==> src/rtl/pipe_stage_elastic_if.sv <==
// pipe_stage_elastic_if: valid/ready/data handshake bundle for one side of a pipeline stage.
//   valid  producer -> consumer  payload valid
//   ready  consumer -> producer  consumer accepts payload this cycle
//   data   producer -> consumer  packed stage payload (DATA_W bits)
interface pipe_stage_elastic_if #(parameter int DATA_W = 256);
  logic              valid;
  logic              ready;
  logic [DATA_W-1:0] data;
  modport master (output valid, output data, input ready);
  modport slave  (input valid, input data, output ready);
endinterface

==> src/rtl/pipe_stage_elastic.sv <==
// pipe_stage_elastic: valid/ready elastic pipeline register with optional skid entry, flush and stall counter.
//   clk        clock, all state updates on rising edge
//   rset       asynchronous active-low reset
//   flush      synchronous kill of all held payload, active-high
//   up         slave side: in_valid / in_ready / in_data
//   dn         master side: out_valid / out_ready / out_data (main register)
//   stall_cnt  saturating count of consecutive cycles the head payload has waited
module pipe_stage_elastic #(
  parameter int DATA_W = 256,
  parameter int SKID   = 1,
  parameter int CNT_W  = 8
) (
  input  logic                    clk,
  input  logic                    rset,
  input  logic                    flush,
  pipe_stage_elastic_if.slave     up,
  pipe_stage_elastic_if.master    dn,
  output logic [CNT_W-1:0]        stall_cnt
);
  localparam logic [1:0] S_EMPTY = 2'b00;
  localparam logic [1:0] S_ONE   = 2'b01;
  localparam logic [1:0] S_FULL  = 2'b11;
  logic              r_main_v;
  logic              r_skid_v;
  logic [DATA_W-1:0] r_main_d;
  logic [DATA_W-1:0] r_skid_d;
  logic [CNT_W-1:0]  r_cnt;
  logic [1:0]        w_state;
  logic              w_in_ready;
  logic              w_in_fire;
  logic              w_out_fire;
  assign w_state    = {r_skid_v, r_main_v};
  // With a skid entry, ready depends only on registered state; without it, ready looks through to out_ready.
  assign w_in_ready = rset && ((SKID != 0) ? (w_state != S_FULL) : (w_state == S_EMPTY || dn.ready));
  assign w_in_fire  = up.valid && w_in_ready;
  assign w_out_fire = r_main_v && dn.ready;
  assign up.ready   = w_in_ready;
  assign dn.valid   = r_main_v;
  assign dn.data    = r_main_d;
  assign stall_cnt  = r_cnt;
  always_ff @(posedge clk or negedge rset) begin
    if (!rset) begin
      r_main_v <= 1'b0;
      r_skid_v <= 1'b0;
      r_main_d <= '0;
      r_skid_d <= '0;
      r_cnt    <= '0;
    end else if (flush) begin
      r_main_v <= 1'b0;
      r_skid_v <= 1'b0;
      r_main_d <= '0;
      r_skid_d <= '0;
      r_cnt    <= '0;
    end else begin
      r_cnt <= (!r_main_v || w_out_fire) ? '0 : ((&r_cnt) ? r_cnt : r_cnt + 1'b1);
      if (w_out_fire) begin
        if (r_skid_v) begin
          // FULL drains the skid entry into main; in_ready is low so nothing new arrives.
          r_main_d <= r_skid_d;
          r_skid_v <= 1'b0;
        end else if (w_in_fire) begin
          r_main_d <= up.data;
        end else begin
          r_main_v <= 1'b0;
        end
      end else if (w_in_fire) begin
        // Only reachable with main occupied when the skid entry exists.
        if (r_main_v && SKID != 0) begin
          r_skid_d <= up.data;
          r_skid_v <= 1'b1;
        end else begin
          r_main_d <= up.data;
          r_main_v <= 1'b1;
        end
      end
    end
  end
  a_state_legal: assert property (@(posedge clk) disable iff (!rset)
    w_state == S_EMPTY || w_state == S_ONE || w_state == S_FULL);
endmodule
==> src/flat_wrapper.sv <==
// flat-port wrapper written by rule: the top's interface ports become plain ports
module pipe_stage_elastic_flat 
#(
  parameter int DATA_W = 256,
  parameter int SKID   = 1,
  parameter int CNT_W  = 8
)
  (clk, rset, flush, stall_cnt, up_valid, up_data, up_ready, dn_valid, dn_data, dn_ready);
  pipe_stage_elastic_if #(.DATA_W(DATA_W)) up_i ();
  pipe_stage_elastic_if #(.DATA_W(DATA_W)) dn_i ();
  input  logic clk;
  input  logic rset;
  input  logic flush;
  output logic [CNT_W-1:0] stall_cnt;
  input wire logic [$bits(up_i.valid)-1:0] up_valid;
  input wire logic [$bits(up_i.data)-1:0] up_data;
  output wire logic [$bits(up_i.ready)-1:0] up_ready;
  output wire logic [$bits(dn_i.valid)-1:0] dn_valid;
  output wire logic [$bits(dn_i.data)-1:0] dn_data;
  input wire logic [$bits(dn_i.ready)-1:0] dn_ready;
  assign up_i.valid = up_valid;
  assign up_i.data = up_data;
  assign up_ready = up_i.ready;
  assign dn_valid = dn_i.valid;
  assign dn_data = dn_i.data;
  assign dn_i.ready = dn_ready;
  pipe_stage_elastic #(.DATA_W(DATA_W), .SKID(SKID), .CNT_W(CNT_W)) u_core (.clk(clk), .rset(rset), .flush(flush), .up(up_i), .dn(dn_i), .stall_cnt(stall_cnt));
endmodule
==> config.mk <==
export PLATFORM = sky130hd
export DESIGN_NAME = pipe_stage_elastic_flat
export DESIGN_NICKNAME = d
export VERILOG_FILES = /design/src/rtl/pipe_stage_elastic_if.sv /design/src/rtl/pipe_stage_elastic.sv /design/src/flat_wrapper.sv
export SDC_FILE = /design/constraint.sdc
export NUM_CORES = 1
export LEC_CHECK = 0
export CAP_MARGIN = 40
export CORE_ASPECT_RATIO = 1.5
export CORE_MARGIN = 4
export CORE_UTILIZATION = 50
export DETAILED_ROUTE_END_ITERATION = 8
export PLACE_DENSITY = 0.81
export SLEW_MARGIN = 10
export SYNTH_ARGS = -nofsm -noshare
export SYNTH_HDL_FRONTEND = slang
export SYNTH_SLANG_ARGS = --single-unit
==> constraint.sdc <==
create_clock -name clk -period 1.75 [get_ports clk]
set_clock_uncertainty 0.15 [all_clocks]
set_input_delay 0.175 -clock clk [delete_from_list [all_inputs] [get_ports clk]]
set_output_delay 0.175 -clock clk [all_outputs]
set_load 0.05 [all_outputs]
Word-level counts from Yosys, hierarchy flattened
Index checks and enable logic that the tools add are counted.
{ "classes": {"addsub": 1, "n_eq_ne": 6, "muxes": 22, "reduce_logical": 15} }
{ "ops": {"columns": ["cell", "count"], "rows": [
  ["$mux W256", 10],
  ["$mux W8", 3],
  ["$mux W1", 9],
  ["$ne A3 B3 Y1 const B", 3],
  ["$reduce_and A3 Y1", 3],
  ["$reduce_bool A3 Y1", 3],
  ["$add A8 B1 Y8 const B", 1],
  ["$reduce_and A8 Y1", 1],
  ["$ne A2 B2 Y1 const B", 2],
  ["$reduce_bool A2 Y1", 2],
  ["$logic_and A1 B1 Y1", 3],
  ["$ne A3 B2 Y1 const B", 1],
  ["$reduce_and A2 Y1", 1],
  ["$logic_not A1 Y1", 1],
  ["$logic_or A1 B1 Y1", 1]
]} }
{ "totals": {"reg_bits": 522, "input_bits": 261, "out_inout_bits": 266, "elab_cells": 49} }

Logic depth before layout (Yosys ltp)
{ "logic_depth": {"depth_word": 7, "depth_mapped": 6, "depth_no_buf": 4} }

Least setup slack after synthesis
OpenSTA, ideal clock, no wires.
{ "synth_timing": {"path_kind": "register to output", "from": "reg u_core.r_main_v (netlist: u_core.dn.valid)", "to": "out up_ready", "arrival_time_ps": 1942, "required_ps": 1425, "setup_slack_ps": -517, "path_stages_with_launch": 3, "n_path_buf": 1, "path_cell_list": "dfrtp_1 buf_4 a21boi_0"} }
{ "synth_between": {"elab_chain_len": 2} }
{ "synth_rtl": {"columns": ["element", "line_no", "text"], "rows": [
  ["start: declaration", "pipe_stage_elastic.sv:23", "logic r_main_v;"],
  ["start signal: assignment", "pipe_stage_elastic.sv:43", "r_main_v <= 1'b0;"],
  ["start signal: assignment", "pipe_stage_elastic.sv:49", "r_main_v <= 1'b0;"],
  ["start signal: assignment", "pipe_stage_elastic.sv:64", "r_main_v <= 1'b0;"],
  ["$ne A2 B2 Y1", "pipe_stage_elastic.sv:34", "assign w_in_ready = rset && ((SKID != 0) ? (w_state != S_FULL) : (w_state == S_EMPTY || dn.ready));"],
  ["$logic_and A1 B1 Y1", "pipe_stage_elastic.sv:34", null],
  ["end: declaration", "flat_wrapper.sv:17", "output wire logic [$bits(up_i.ready)-1:0] up_ready;"]
]} }
Every way passes these cells.

Final worst setup path
{ "layout_timing": {"from": "reg u_core.r_main_v (netlist: u_core.dn.valid)", "to": "reg u_core.r_main_d[147] (netlist: u_core.dn.data[147])"} }
{ "layout_between": {"elab_chain_len": 5} }
{ "layout_rtl": {"columns": ["element", "line_no", "text"], "rows": [
  ["$ne A2 B2 Y1", "pipe_stage_elastic.sv:34", null],
  ["$logic_and A1 B1 Y1", "pipe_stage_elastic.sv:34", null],
  ["$logic_and A1 B1 Y1", "pipe_stage_elastic.sv:35", "assign w_in_fire = up.valid && w_in_ready;"],
  ["$reduce_bool A3 Y1 (no source line)", null, null],
  ["$reduce_and A3 Y1 (no source line)", null, null],
  ["end signal: assignment", "pipe_stage_elastic.sv:59", "r_main_d <= r_skid_d;"],
  ["end signal: assignment", "pipe_stage_elastic.sv:62", "r_main_d <= up.data;"],
  ["end signal: assignment", "pipe_stage_elastic.sv:72", "r_main_d <= up.data;"],
  ["end: declaration", "pipe_stage_elastic.sv:25", "logic [DATA_W-1:0] r_main_d;"]
]} }
Several ways; a longest one is shown, not always the timed one.
A chain may end at the register's enable or synchronous reset.

==> results by group <==
Power
  • Maximum VDD drop: 0.000892 V
  • P_leak: 15.6 nW
  • Pwr/cell area: 917 nW/um^2

Placement
  • DP Wirelength: 44000 um
  • Number of I/O port buffers: 526
  • Placer Congestion: 0.846
  • Placed cell area: 27500 um^2

Timing
  • Tcrit/Tclk final: 104%
  • Max Clk Rate: 552 MHz
  • Slew headroom: 45.0%
  • Final worst slack: -0.0627 ns
  • # setup viols final: 49
  • Worst slew pin tran: 0.826 ns
  • Final min period: 1.81 ns
  • Fin. max-slew vios: 0
  • Total negative slack: -0.621 ns
  • Unrepaired setup endpoints after global routing: yes
  • Fin. Hold Viols: 0

Detailed routing
  • Initial DRC count: 1342
  • Vias per cell: 6.05
  • Routed wire length: 67400 um
  • DR pass1 iterations: 6
  • Via count: 16200
  • Wirelength per Cell: 25.2 um
  • Drc violations: 0
  • Detail Route Antenna Nets: 0

Run status
  • Status: finished, violations left
  • Failing checks: setup timing

Floorplan
  • Die W: 177 um
  • Initial Util: 50.6%
  • Io pins: 527
  • Full die area: 46100 um^2
  • Core area: 42100 um^2
  • Rows: 92
  • Die height: 261 um

Synth
  • Syn avg cell area: 14.4 um^2
  • Sequential share of the synthesized area: 61.3%
  • Synth cell types: 29
  • Yosys warning total: 0
  • Cells after synthesis: 1482
  • Mapped cell area: 21300 um^2
  • #FFs+latches synth: 522
  • Syn Nets: 1744

Setup path
  • CP Class: register to register
  • CP Max Fanout: 13
  • CP peak stage delay: 0.44 ns
  • Arrival time at the worst endpoint: 2.11 ns
  • FF-to-FF setup slack: -0.06 ns
  • FF-to-FF Start: u_core.dn.valid
  • R2R depth: 7
  • CP Cell Sequence: buf_6 > nand3_4 > buf_12 > buf_12 > mux2i_2 > buf_4 > o2bb2ai_2
  • Worst Path Required: 2.05 ns
  • Crit end category: register
  • CP max stage cell: dfrtp_2
  • CP most frequent cell: buf_12
  • Startpoint types: register
  • Reg2reg end: u_core.dn.data[147]

Global route
  • Initial antenna violation count: 2
  • GR Overflow Total: 0
  • Pin count of the biggest net entering global routing: 170
  • Vias in the first global route: 17200
  • First-pass GRT wire length: 98400 um
  • GRT Total Usage: 26.7%

Cells and area
  • Final nets: 2336
  • Filler Cells Inserted: 2778
  • FF/Latch Area: 13100 um^2
  • Multi-input gate area: 7740 um^2
  • Most common cell after layout, fill and taps aside: dfrtp_1
  • Area grow syn2layout: 41.2%
  • Cell area after layout: 30100 um^2
  • Final core utilization: 71.4%
  • Commonest cells after routing, fill and taps aside: dfrtp_1 (520), buf_4 (322), clkdlybuf4s50_1 (259)
  • Share of cells above drive strength 1: 26.5%

Clock tree
  • Clock Latency Late Sink: 0.56 ns
  • # H-tree levels: 2
  • CTS root buf: clkbuf_16
  • CTS tree: yes
  • Clock tree buffer depth: 3
  • Clock transition at the registers of the reported paths: 0.07 ns
  • Clock Sinks: 522
  • CTS Buf Count: 48

Worst hold path
  • Hold Path Class: input port to async pin

Job
  • Max-cap violations: 0
## state kept, by name, indices dropped and copies added (netlist names)
| register | flops |
|---|---|
| u_core.stall_cnt | 8 |
| u_core.r_skid_v | 1 |
| u_core.dn.data | 256 |
| u_core.dn.valid | 1 |
| u_core.r_skid_d | 256 |
## worst max path at each step
stage	startpoint	end	slack [ns]
after floorplan	u_core.dn.valid	u_core.r_skid_d[166]	-0.07
after global placement	up_valid	u_core.r_skid_d[169]	-0.34
after detailed placement	up_valid	u_core.r_skid_d[236]	-0.38
after CTS	u_core.r_skid_v	up_ready	-0.05
after global routing	u_core.dn.valid	u_core.dn.data[147]	-0.09
final	u_core.dn.valid	u_core.dn.data[147]	-0.06
## worst max-delay path: cells and delay by family (launching register included)
family | cells | cell delay [ns]
and+or+nand+nor | 1 | 0.12
DFF | 1 | 0.44
buffers and inverters | 4 | 0.69
muxes | 1 | 0.22
AOI/OAI and AO/OA | 1 | 0.06
## power breakdown
group	leakage [nW]	switching (W)	internal, W	total [W]
clock	0.802	0.00456	0.00640	0.0110
sequential	7.19	0.000269	0.0124	0.0127
combinational	7.62	0.00239	0.00158	0.00397
total	15.6	0.00722	0.0204	0.0276
## per-layer routing
| metal | global-route usage, % | vias up | routed length [um] | share of wire (%) |
|---|---|---|---|---|
| met4 | 12.2 | 0 | 3240 | 4.8 |
| met2 | 45.2 | 726 | 34100 | 51 |
| met5 | 0 | - | 0 | 0 |
| li1 | - | 6961 | - | - |
| met1 | 33.1 | 8352 | 25300 | 38 |
| met3 | 5.30 | 175 | 4690 | 7.0 |
## cell families (layout without fill, tap and decap cells)
family,Yosys count,after routing,share of synthesized area [%]
AOI/OAI and AO/OA,532,532,21.7
adders and majority gates,1,1,0.0587
buffers and inverters,146,774,4.23
DFF,522,522,61.3
muxes,257,257,12.1
other,0,4,0
and+or+nand+nor,24,24,0.693
## timing repair
item                                   in CTS  in global routing
pin swaps                                   1                 25
gates cloned                                0                 18
setup buffers                               2                  8
endpoints found under the hold margin     187                 11
setup endpoints to repair                 129                656
resized for setup                          23                 70
hold buffers                                4                  1
## Yosys cell counts
library cell	n	share of area (%)
o31a_1	1	0.041
nand3_1	7	0.16
inv_1	4	0.070
o21ai_0	4	0.094
a22o_1	257	11
dfrtp_1	522	61
nor4_2	1	0.059
o2bb2ai_1	256	11
nand4_1	1	0.029
clkbuf_1	3	0.053
a21oi_2	1	0.041
and3_1	2	0.059
nor3b_1	2	0.070
nand2b_4	1	0.065
nand2_1	5	0.088
nor3_1	2	0.047
a21o_1	1	0.035
buf_1	1	0.018
buf_2	93	2.2
ha_1	1	0.059
buf_6	18	0.95
nor4_1	1	0.029
buf_4	27	0.95
mux2i_1	257	12
a21boi_0	1	0.035
a21oi_1	3	0.070
a211oi_1	4	0.14
a31oi_1	4	0.12
and4_1	2	0.082
## through the flow
stage | power (W) | setup slack, ns | hold slack (ns) | instances
floorplan | 0.0147 | -0.0688 | -0.271 | 1482
global placement | 0.0166 | -0.338 | 0.130 | 2555
detailed placement | 0.0166 | -0.384 | 0.127 | 2555
CTS | 0.0275 | -0.0476 | 0.0620 | 2647
global route | 0.0285 | -0.0925 | 0.0811 | 2676
finish | 0.0276 | -0.0627 | 0.0714 | 2678
## layout make-up
cell class	count	share of cell area, %
diodes	4	0.0333
clock buffers	66	4.45
clock inverters	20	0.961
inverters	4	0.0499
multi-input cells	814	25.7
flip-flops and latches	522	43.4
well taps	564	2.35
repair buffers	684	23.0
Note: power is estimated with default switching activity, not from simulation.
